## src/rtl/spike_event_logger.sv

```systemverilog
// spike_event_logger: timestamps LIF/STDP spike and weight-change events, queues them, streams 4-byte records.
// Latency: an event in cycle N is queued at N+1, first byte valid at N+2 when idle; 5 cycles minimum per record.
// Backpressure: bytes hold while out_ready is low; a full queue drops new events and sets sticky overflow.
module spike_event_logger #(
    parameter int FIFO_DEPTH  = 8,
    parameter int COUNT_WIDTH = 16
) (
    input  logic                          clk,
    input  logic                          rst,
    input  logic                          ena,
    input  logic                          spike_n1,
    input  logic                          spike_n2,
    input  logic [5:0]                    weight,
    output logic [7:0]                    out_data,
    output logic                          out_valid,
    input  logic                          out_ready,
    output logic [COUNT_WIDTH-1:0]        count_n1,
    output logic [COUNT_WIDTH-1:0]        count_n2,
    output logic [$clog2(FIFO_DEPTH):0]   fifo_level,
    output logic                          overflow
);

    localparam int AW = $clog2(FIFO_DEPTH);
    localparam int LW = AW + 1;
    localparam int RW = 25;  // {n1, n2, wchg, weight[5:0], ts[15:0]}

    typedef enum logic [2:0] {IDLE, S0, S1, S2, S3} state_t;

    state_t                   state_q, state_d;
    logic [15:0]              ts_q, ts_d;
    logic [5:0]               prev_w_q, prev_w_d;
    logic [COUNT_WIDTH-1:0]   cnt1_q, cnt1_d;
    logic [COUNT_WIDTH-1:0]   cnt2_q, cnt2_d;
    logic [AW-1:0]            wr_ptr_q, wr_ptr_d;
    logic [AW-1:0]            rd_ptr_q, rd_ptr_d;
    logic [LW-1:0]            level_q, level_d;
    logic                     ovf_q, ovf_d;
    logic [RW-1:0]            hold_q, hold_d;
    logic [RW-1:0]            mem_q [FIFO_DEPTH];

    logic                     wchg;
    logic                     evt;
    logic                     full;
    logic                     pop;
    logic                     push;
    logic [RW-1:0]            rec;

    // Event detection, queue bookkeeping, timestamp and counter next-state.
    always_comb begin
        wchg     = (weight != prev_w_q);
        evt      = ena & (spike_n1 | spike_n2 | wchg);
        rec      = {spike_n1, spike_n2, wchg, weight, ts_q};
        full     = (level_q == LW'(FIFO_DEPTH));
        // The serializer pops whenever it is idle with something queued; that
        // pop frees a slot so a same-cycle push on a full queue still fits.
        pop      = (state_q == IDLE) && (level_q != '0);
        push     = evt && (!full || pop);

        ts_d     = ena ? ts_q + 16'd1 : ts_q;
        prev_w_d = ena ? weight : prev_w_q;

        cnt1_d   = cnt1_q;
        if (ena && spike_n1 && (cnt1_q != '1)) begin
            cnt1_d = cnt1_q + COUNT_WIDTH'(1);
        end
        cnt2_d   = cnt2_q;
        if (ena && spike_n2 && (cnt2_q != '1)) begin
            cnt2_d = cnt2_q + COUNT_WIDTH'(1);
        end

        ovf_d    = ovf_q | (evt & ~push);

        level_d  = level_q;
        if (push && !pop) begin
            level_d = level_q + LW'(1);
        end else if (!push && pop) begin
            level_d = level_q - LW'(1);
        end

        wr_ptr_d = push ? wr_ptr_q + AW'(1) : wr_ptr_q;
        rd_ptr_d = pop  ? rd_ptr_q + AW'(1) : rd_ptr_q;
        hold_d   = pop  ? mem_q[rd_ptr_q]   : hold_q;
    end

    // Record storage; contents are qualified by the pointers so no reset is needed.
    always_ff @(posedge clk) begin
        if (push) begin
            mem_q[wr_ptr_q] <= rec;
        end
    end

    // Datapath and queue state registers.
    always_ff @(posedge clk) begin
        if (rst) begin
            ts_q     <= '0;
            prev_w_q <= '0;
            cnt1_q   <= '0;
            cnt2_q   <= '0;
            wr_ptr_q <= '0;
            rd_ptr_q <= '0;
            level_q  <= '0;
            ovf_q    <= 1'b0;
            hold_q   <= '0;
        end else begin
            ts_q     <= ts_d;
            prev_w_q <= prev_w_d;
            cnt1_q   <= cnt1_d;
            cnt2_q   <= cnt2_d;
            wr_ptr_q <= wr_ptr_d;
            rd_ptr_q <= rd_ptr_d;
            level_q  <= level_d;
            ovf_q    <= ovf_d;
            hold_q   <= hold_d;
        end
    end

    // Serializer state register; reset abandons any record in flight.
    always_ff @(posedge clk) begin
        if (rst) begin
            state_q <= IDLE;
        end else begin
            state_q <= state_d;
        end
    end

    // Serializer next-state and byte selection from the holding register.
    always_comb begin
        state_d   = state_q;
        out_valid = 1'b0;
        out_data  = 8'h00;
        case (state_q)
            IDLE: begin
                if (level_q != '0) begin
                    state_d = S0;
                end
            end
            S0: begin
                out_valid = 1'b1;
                out_data  = {1'b1, hold_q[24], hold_q[23], hold_q[22], 4'b0000};
                if (out_ready) state_d = S1;
            end
            S1: begin
                out_valid = 1'b1;
                out_data  = {2'b00, hold_q[21:16]};
                if (out_ready) state_d = S2;
            end
            S2: begin
                out_valid = 1'b1;
                out_data  = hold_q[15:8];
                if (out_ready) state_d = S3;
            end
            S3: begin
                out_valid = 1'b1;
                out_data  = hold_q[7:0];
                if (out_ready) state_d = IDLE;
            end
            default: begin
                state_d = IDLE;
            end
        endcase
    end

    assign count_n1   = cnt1_q;
    assign count_n2   = cnt2_q;
    assign fifo_level = level_q;
    assign overflow   = ovf_q;

endmodule

```

## config.mk

```make
export PLATFORM = sky130hd
export DESIGN_NAME = spike_event_logger
export DESIGN_NICKNAME = d
export VERILOG_FILES = /design/src/rtl/spike_event_logger.sv
export SDC_FILE = /design/constraint.sdc
export NUM_CORES = 1
export LEC_CHECK = 0
export BUFFER_PORTS_ARGS = -buffer_cell sky130_fd_sc_hd__clkbuf_2
export CAP_MARGIN = 20
export CORE_AREA = 4 4 153 155
export CTS_CLUSTER_DIAMETER = 40
export DETAILED_ROUTE_END_ITERATION = 6
export DIE_AREA = 0 0 157 159
export GPL_ROUTABILITY_DRIVEN = 0
export PLACE_DENSITY = 0.82
export SLEW_MARGIN = 10
export SYNTH_ARGS = -nofsm -noshare
export SYNTH_HDL_FRONTEND = slang
export SYNTH_SLANG_ARGS = --single-unit
```

## constraint.sdc

```tcl
create_clock -name clk -period 2.6 [get_ports clk]
set_input_delay 0 -clock clk [delete_from_list [all_inputs] [get_ports clk]]
set_output_delay 0 -clock clk [all_outputs]
set_load 0.05 [all_outputs]
```

==> results of run 1 <==
[flip-flops by register name (all words and copies together) (netlist names)]
register    cells
fifo_level      4
overflow        1
wr_ptr_q        3
mem_q         200
state_q         3
count_n1       16
rd_ptr_q        3
count_n2       16
prev_w_q        6
ts_q           16
hold_q         25
[per-stage QoR]
step / setup slack, ns / instances / util, % / instance area (sq um)
2_1_floorplan: 0.00687 / 783 / - / 12000
3_3_place_gp: 0.0256 / 1112 / 58.1 / 12700
3_5_place_dp: -0.0728 / 1112 / 58.1 / 12700
4_1_cts: 0.00513 / 1187 / 63.7 / 13900
5_1_grt: -0.0581 / 1187 / 63.8 / 13900
6_report: 0.0314 / 1187 / 63.8 / 13900
[layer usage]
layer  part of all wire [%]  global-route usage, %
met5                      0                      0
met3                    4.9                   3.21
met2                     52                   32.7
met4                    1.6                   4.85
met1                     42                   27.2
[logic make-up after synthesis]
family	count (synthesis)	synth area share, %
fa+ha+maj	9	1.00
buf+inv	47	1.97
compound gates	68	4.72
xor+xnor	53	3.88
flops	293	65.8
simple gates	219	9.47
mux	94	13.1
[area by class of cell]
type                    instances  area [sq um]  share of cell area, %
well taps                     280           350                   2.52
clock buffers                  46           980                   7.04
repair buffers                 99           663                   4.77
flip-flops and latches        293          7880                   56.6
clock inverters                19           139                  0.998
multi-input cells             443          3880                   27.9
inverters                       7          26.3                  0.189
[power groups by stage]
stage          Clock (W)  Combinational (W)  Sequential [W]
2_1_floorplan          0            0.00211         0.00560
3_3_place_gp           0            0.00258         0.00564
3_5_place_dp           0            0.00266         0.00567
4_1_cts          0.00469            0.00271         0.00558
5_1_grt          0.00491            0.00293         0.00562
6_report         0.00460            0.00271         0.00558
[how the worst max path moves through the flow]
stage                 from            end  depth (start not counted)
6_report       prev_w_q[5]  fifo_level[3]                         12
4_1_cts        prev_w_q[0]  fifo_level[3]                         12
2_1_floorplan   state_q[2]  fifo_level[3]                         13
3_5_place_dp   prev_w_q[5]  fifo_level[3]                         12
3_3_place_gp   prev_w_q[5]  fifo_level[3]                         12
5_1_grt        prev_w_q[5]  fifo_level[3]                         12
[repair_timing]
item,in CTS,in global routing
pin swaps,5,2
gates resized for setup,2,2
buffers inserted,1,0
endpoints found under the setup margin,1,1
hold buffers,9,0
endpoints found under the hold margin,72,0
[cell usage after synthesis, types with 3 or more instances]
master	n	area [sq um]
a211oi_1	14	105
a211oi_2	23	288
a21oi_1	10	50.1
a31oi_1	3	18.8
and2_1	3	18.8
and3_1	8	50.1
and4_1	3	26.3
and4b_1	3	30.0
buf_2	10	50.1
buf_4	8	60.1
clkbuf_1	17	63.8
dfxtp_1	93	1860
edfxtp_1	200	6010
ha_1	8	100
inv_1	6	22.5
mux2i_1	41	410
mux4_2	50	1130
nand2_1	33	124
nand2b_1	5	31.3
nand3_1	20	100
nand4_1	10	62.6
nor2_1	98	368
nor3_1	6	30.0
nor3b_1	3	22.5
nor4_2	4	50.1
o21ai_0	14	70.1
or3_1	4	25.0
xnor2_1	27	236
xor2_1	26	228
==> flow_metrics.tcl, run 1 <==
set metrics [dict create \
    ys.flop_type "edfxtp_1" \
    hold_class "input pin to flip-flop" \
    ys_seq_area_share_pct 65.8 \
    max_freq_ghz 0.389 \
    synth_edf_count 200 \
    netSwitchingFraction_pct 28.9 \
    clk_pin_slew_ns 0.05 \
    drtAntennaViolNets 0 \
    hold_viol 0 \
    p_seq_share_pct 43.3 \
    die_w_um 157 \
    grtUsageTotal_pct 19.6 \
    slew_headroom_pct 54.0 \
    report.final.slew_viol_count 0 \
    cts.sinks 293 \
    overflow 0 \
    n_antenna_cell 0 \
    critPathCaptureType "flip-flop" \
    crit_path_start_kind "flip-flop" \
    p_int_w 0.00917 \
    fin_total_pwr_w 0.0129 \
    clockPowerShare_pct 35.7 \
    die-area_sq_um 25000 \
    timing.rr.start "prev_w_q[5]" \
    synthCells 783 \
    p_switching_w 0.00372 \
    maxCapViolCount 0 \
    n_fill_cell 1554 \
    cpMaxStageDelayCell "nor4_2" \
    start_util_pct 54.8 \
    hold_depth 2 \
    worst_pin_slew_ns 0.689 \
    clock_skew_ns 0.0173 \
    root_buffer "clkbuf_16" \
    most-common-layout-cells "edfxtp_1 (200), nor2_1 (98), dfxtp_1 (86)" \
    tritoncts "done" \
    num_io_pins 58 \
    clock_path_buffers 3 \
    placementRows 54 \
    setup_viol 0 \
    antenna_found_initial 0 \
    synth.distinct_cells 54 \
    vdd_drop_max_v 0.000614 \
    r2r-end "fifo_level[3]" \
    io_buffers 57 \
    synthesis.area_sq_um 12000 \
    rsz0062_at_grt "true" \
    routed_wl_um 24100 \
    grt_pass1_wl_um 38600 \
    nets 902 \
    synth_fp_nets 804 \
    drive_above_1_share_pct 27.0 \
    critical_path_class "flip-flop to flip-flop" \
    slowest_delay_ns 0.34 \
    final_common_cell "edfxtp_1" \
    critical-path-top-delay-family "simple AND/OR/NAND/NOR gates" \
    async_reset_ff_share_pct 0 \
    first_iter_violations 642 \
    ys_ff_latch 293 \
    syn_to_final_growth_pct 16.4 \
    hold_slack_ns 0.00196 \
    min_period_ns 2.57 \
    routedWlPerCell_um 20.3 \
    comb_power_share_pct 21.0 \
    coreArea_sq_um 21800 \
    path_max_fanout 2 \
    drcViolationCount 0 \
    status "complete, no violations" \
    hold_path_startpoint "rst" \
    clkLatencyLatePin_ns 0.50 \
    vias 6906 \
    dp_hpwl_um 14500 \
    p_per_area_nw_per_um2 926 \
    syn-mean-instance-area_sq_um 15.3 \
    setup_tns_ns 0 \
    worstHoldEndpoint "count_n1[12]" \
    critPathArrivalTime_ns 2.99 \
    numCtsBuffers 37 \
    worstPathCellList "xor2_1 > nor4_2 > nand3_1 > and3_4 > ha_4 > inv_2 > ha_1 > a21o_1 > a21oi_2 > xnor2_1 > or3_1 > a21oi_1" \
    r2r_cells 12 \
    timing.critical_path.buf_inv 1 \
    p_leak_nw 4.72 \
    post-route-period-util_pct 98.8 \
    yosysWarningCount 0 \
    grt_pass1_vias 6873 \
    via_per_inst 5.82 \
    grt_max_degree 54 \
    die_h_um 159 \
    required_ns 3.02 \
    reg2reg_setup_slack_ns 0.03 \
    drtPass1Iterations 4 \
    cts_htree_levels 2 \
]
Power figures use the tool's default switching activity.
==> run 2, diff against run 1 <==
--- a/config.mk
+++ b/config.mk
@@ -5,12 +5,12 @@
 export SDC_FILE = /design/constraint.sdc
 export NUM_CORES = 1
 export LEC_CHECK = 0
-export BUFFER_PORTS_ARGS = -buffer_cell sky130_fd_sc_hd__clkbuf_2
 export CAP_MARGIN = 20
-export CORE_AREA = 4 4 153 155
+export CORE_AREA = 4 4 150 152
 export CTS_CLUSTER_DIAMETER = 40
 export DETAILED_ROUTE_END_ITERATION = 6
-export DIE_AREA = 0 0 157 159
+export DIE_AREA = 0 0 154 156
+export DONT_BUFFER_PORTS = 1
 export GPL_ROUTABILITY_DRIVEN = 0
 export PLACE_DENSITY = 0.82
 export SLEW_MARGIN = 10
==> run 2 against run 1 <==
Via count is 0.33% lower. Routed wire length increased by 2.5%. Cell count is 2.1% lower. Die area decreased by 3.8%. Critical endpoint unchanged. Largest cell class unchanged. Highest routed layer unchanged.
==> flow_metrics.tcl, run 2 (synthesis gave the netlist of run 1 again) <==
set metrics [dict create \
    clock_path_buffers 3 \
    critPathCaptureType "flip-flop" \
    clkLatencyLatePin_ns 0.51 \
    hold_class "input pin to flip-flop" \
    reg2reg_setup_slack_ns 0.05 \
    die-area_sq_um 24000 \
    status "complete, no violations" \
    grtUsageTotal_pct 20.7 \
    rsz0062_at_grt "true" \
    worst_pin_slew_ns 1.03 \
    slew_headroom_pct 30.6 \
    drtPass1Iterations 6 \
    maxCapViolCount 0 \
    p_per_area_nw_per_um2 932 \
    die_h_um 156 \
    cpMaxStageDelayCell "or3_1" \
    critical_path_class "flip-flop to flip-flop" \
    critPathArrivalTime_ns 2.98 \
    hold_slack_ns 0.0253 \
    overflow 0 \
    crit_path_start_kind "flip-flop" \
    top_register "mem_q" \
    final_common_cell "edfxtp_1" \
    numCtsBuffers 35 \
    vias 6883 \
    slowest_delay_ns 0.37 \
    grt_max_degree 97 \
    report.final.slew_viol_count 0 \
    max_freq_ghz 0.391 \
    drcViolationCount 0 \
    placementRows 53 \
    min_period_ns 2.55 \
    p_leak_nw 4.69 \
    die_w_um 154 \
    cts_htree_levels 2 \
    timing.critical_path.buf_inv 1 \
    nets 882 \
    num_io_pins 58 \
    drtAntennaViolNets 0 \
    routed_wl_um 24700 \
    grt_pass1_wl_um 38900 \
    routedWlPerCell_um 21.3 \
    cts.sinks 293 \
    via_per_inst 5.92 \
    vdd_drop_max_v 0.000720 \
    coreArea_sq_um 21000 \
    fin_total_pwr_w 0.0130 \
    first_iter_violations 497 \
    critical-path-top-delay-family "simple AND/OR/NAND/NOR gates" \
    setup_ws_ns 0.0453 \
    path_max_fanout 2 \
    r2r_cells 12 \
    start_util_pct 56.9 \
    hold_depth 3 \
    n_antenna_cell 0 \
    reg_top3 "mem_q (200), hold_q (25)" \
    place_ws_ns -0.0364 \
    io_buffers 0 \
    setup_viol 0 \
    antenna_found_initial 0 \
    root_buffer "clkbuf_16" \
    required_ns 3.03 \
    post-route-period-util_pct 98.3 \
    worstHoldEndpoint "mem_q[1][22]" \
    hold_viol 0 \
    syn_to_final_growth_pct 16.9 \
    tritoncts "done" \
    clk_pin_slew_ns 0.06 \
    drive_above_1_share_pct 25.5 \
    worstPathCellList "xor2_1 > nor4_2 > nand3_1 > and3_4 > ha_4 > inv_4 > ha_4 > a21o_1 > a21oi_2 > xnor2_1 > or3_1 > a21oi_2" \
    clock_skew_ns 0.0235 \
    r2r-end "fifo_level[3]" \
    largest_register_ffs 200 \
    grt_pass1_vias 6932 \
    finalCoreUtilization_pct 66.5 \
    setup_tns_ns 0 \
    hold_path_startpoint "weight[4]" \
    timing.rr.start "prev_w_q[5]" \
    most-common-layout-cells "edfxtp_1 (200), nor2_1 (98), dfxtp_1 (85)" \
    dp_hpwl_um 13800 \
]
==> run 2: area by class of cell <==
cell class / count / area [sq um]
Clock inverter: 16 / 134
Multi-Input combinational cell: 443 / 3910
Fill cell: 1340 / 7050
Tap cell: 275 / 344
Clock buffer: 47 / 995
Timing Repair Buffer: 81 / 689
Inverter: 7 / 28.8
Sequential cell: 293 / 7880
==> run 2: worst max-delay path by stage <==
| stage | slack [ns] | cells past startpoint | from | endpoint |
|---|---|---|---|---|
| 2_1_floorplan | 0.007 | 13 | state_q[2] | fifo_level[3] |
| 3_3_place_gp | 0.02 | 12 | prev_w_q[5] | fifo_level[3] |
| 3_5_place_dp | -0.04 | 12 | prev_w_q[5] | fifo_level[3] |
| 4_1_cts | 0.02 | 12 | prev_w_q[0] | fifo_level[3] |
| 5_1_grt | -0.12 | 12 | prev_w_q[3] | fifo_level[3] |
| 6_report | 0.05 | 12 | prev_w_q[5] | fifo_level[3] |
==> run 2: repair_timing <==
item / in CTS / in global routing
pin swaps: 3 / 10
setup buffers: 0 / 1
setup endpoints to repair: 1 / 1
hold buffers: 14 / 0
hold endpoints to repair: 159 / 0
cloned: 0 / 0
resized for setup: 2 / 8
==> run 2: through the flow <==
step	instance area [sq um]	instances
finish	14000	1162
global route	14000	1162
CTS	13900	1161
detailed placement	12600	1084
global placement	12600	1084
floorplan	12000	783
==> run 2: power breakdown <==
group	internal (W)	total [W]	switching, W
logic	0.00121	0.00283	0.00163
registers	0.00529	0.00552	0.000237
clock network	0.00282	0.00466	0.00185
==> run 2: worst register-to-register path: stages (launching register included) <==
cell	delay (ns)
dfxtp_2	0.32
xor2_1	0.14
nor4_2	0.33
nand3_1	0.18
and3_4	0.23
ha_4	0.17
inv_4	0.06
ha_4	0.19
a21o_1	0.16
a21oi_2	0.12
xnor2_1	0.10
or3_1	0.37
a21oi_2	0.12
==> run 2: routing by layer <==
| layer | up-vias | routed length, um | global-route usage (%) |
|---|---|---|---|
| met2 | 214 | 12500 | 34.6 |
| met1 | 3495 | 10200 | 27.9 |
| li1 | 3131 | - | - |
| met5 | - | 0 | 0 |
| met4 | 0 | 597 | 6.56 |
| met3 | 43 | 1470 | 3.97 |
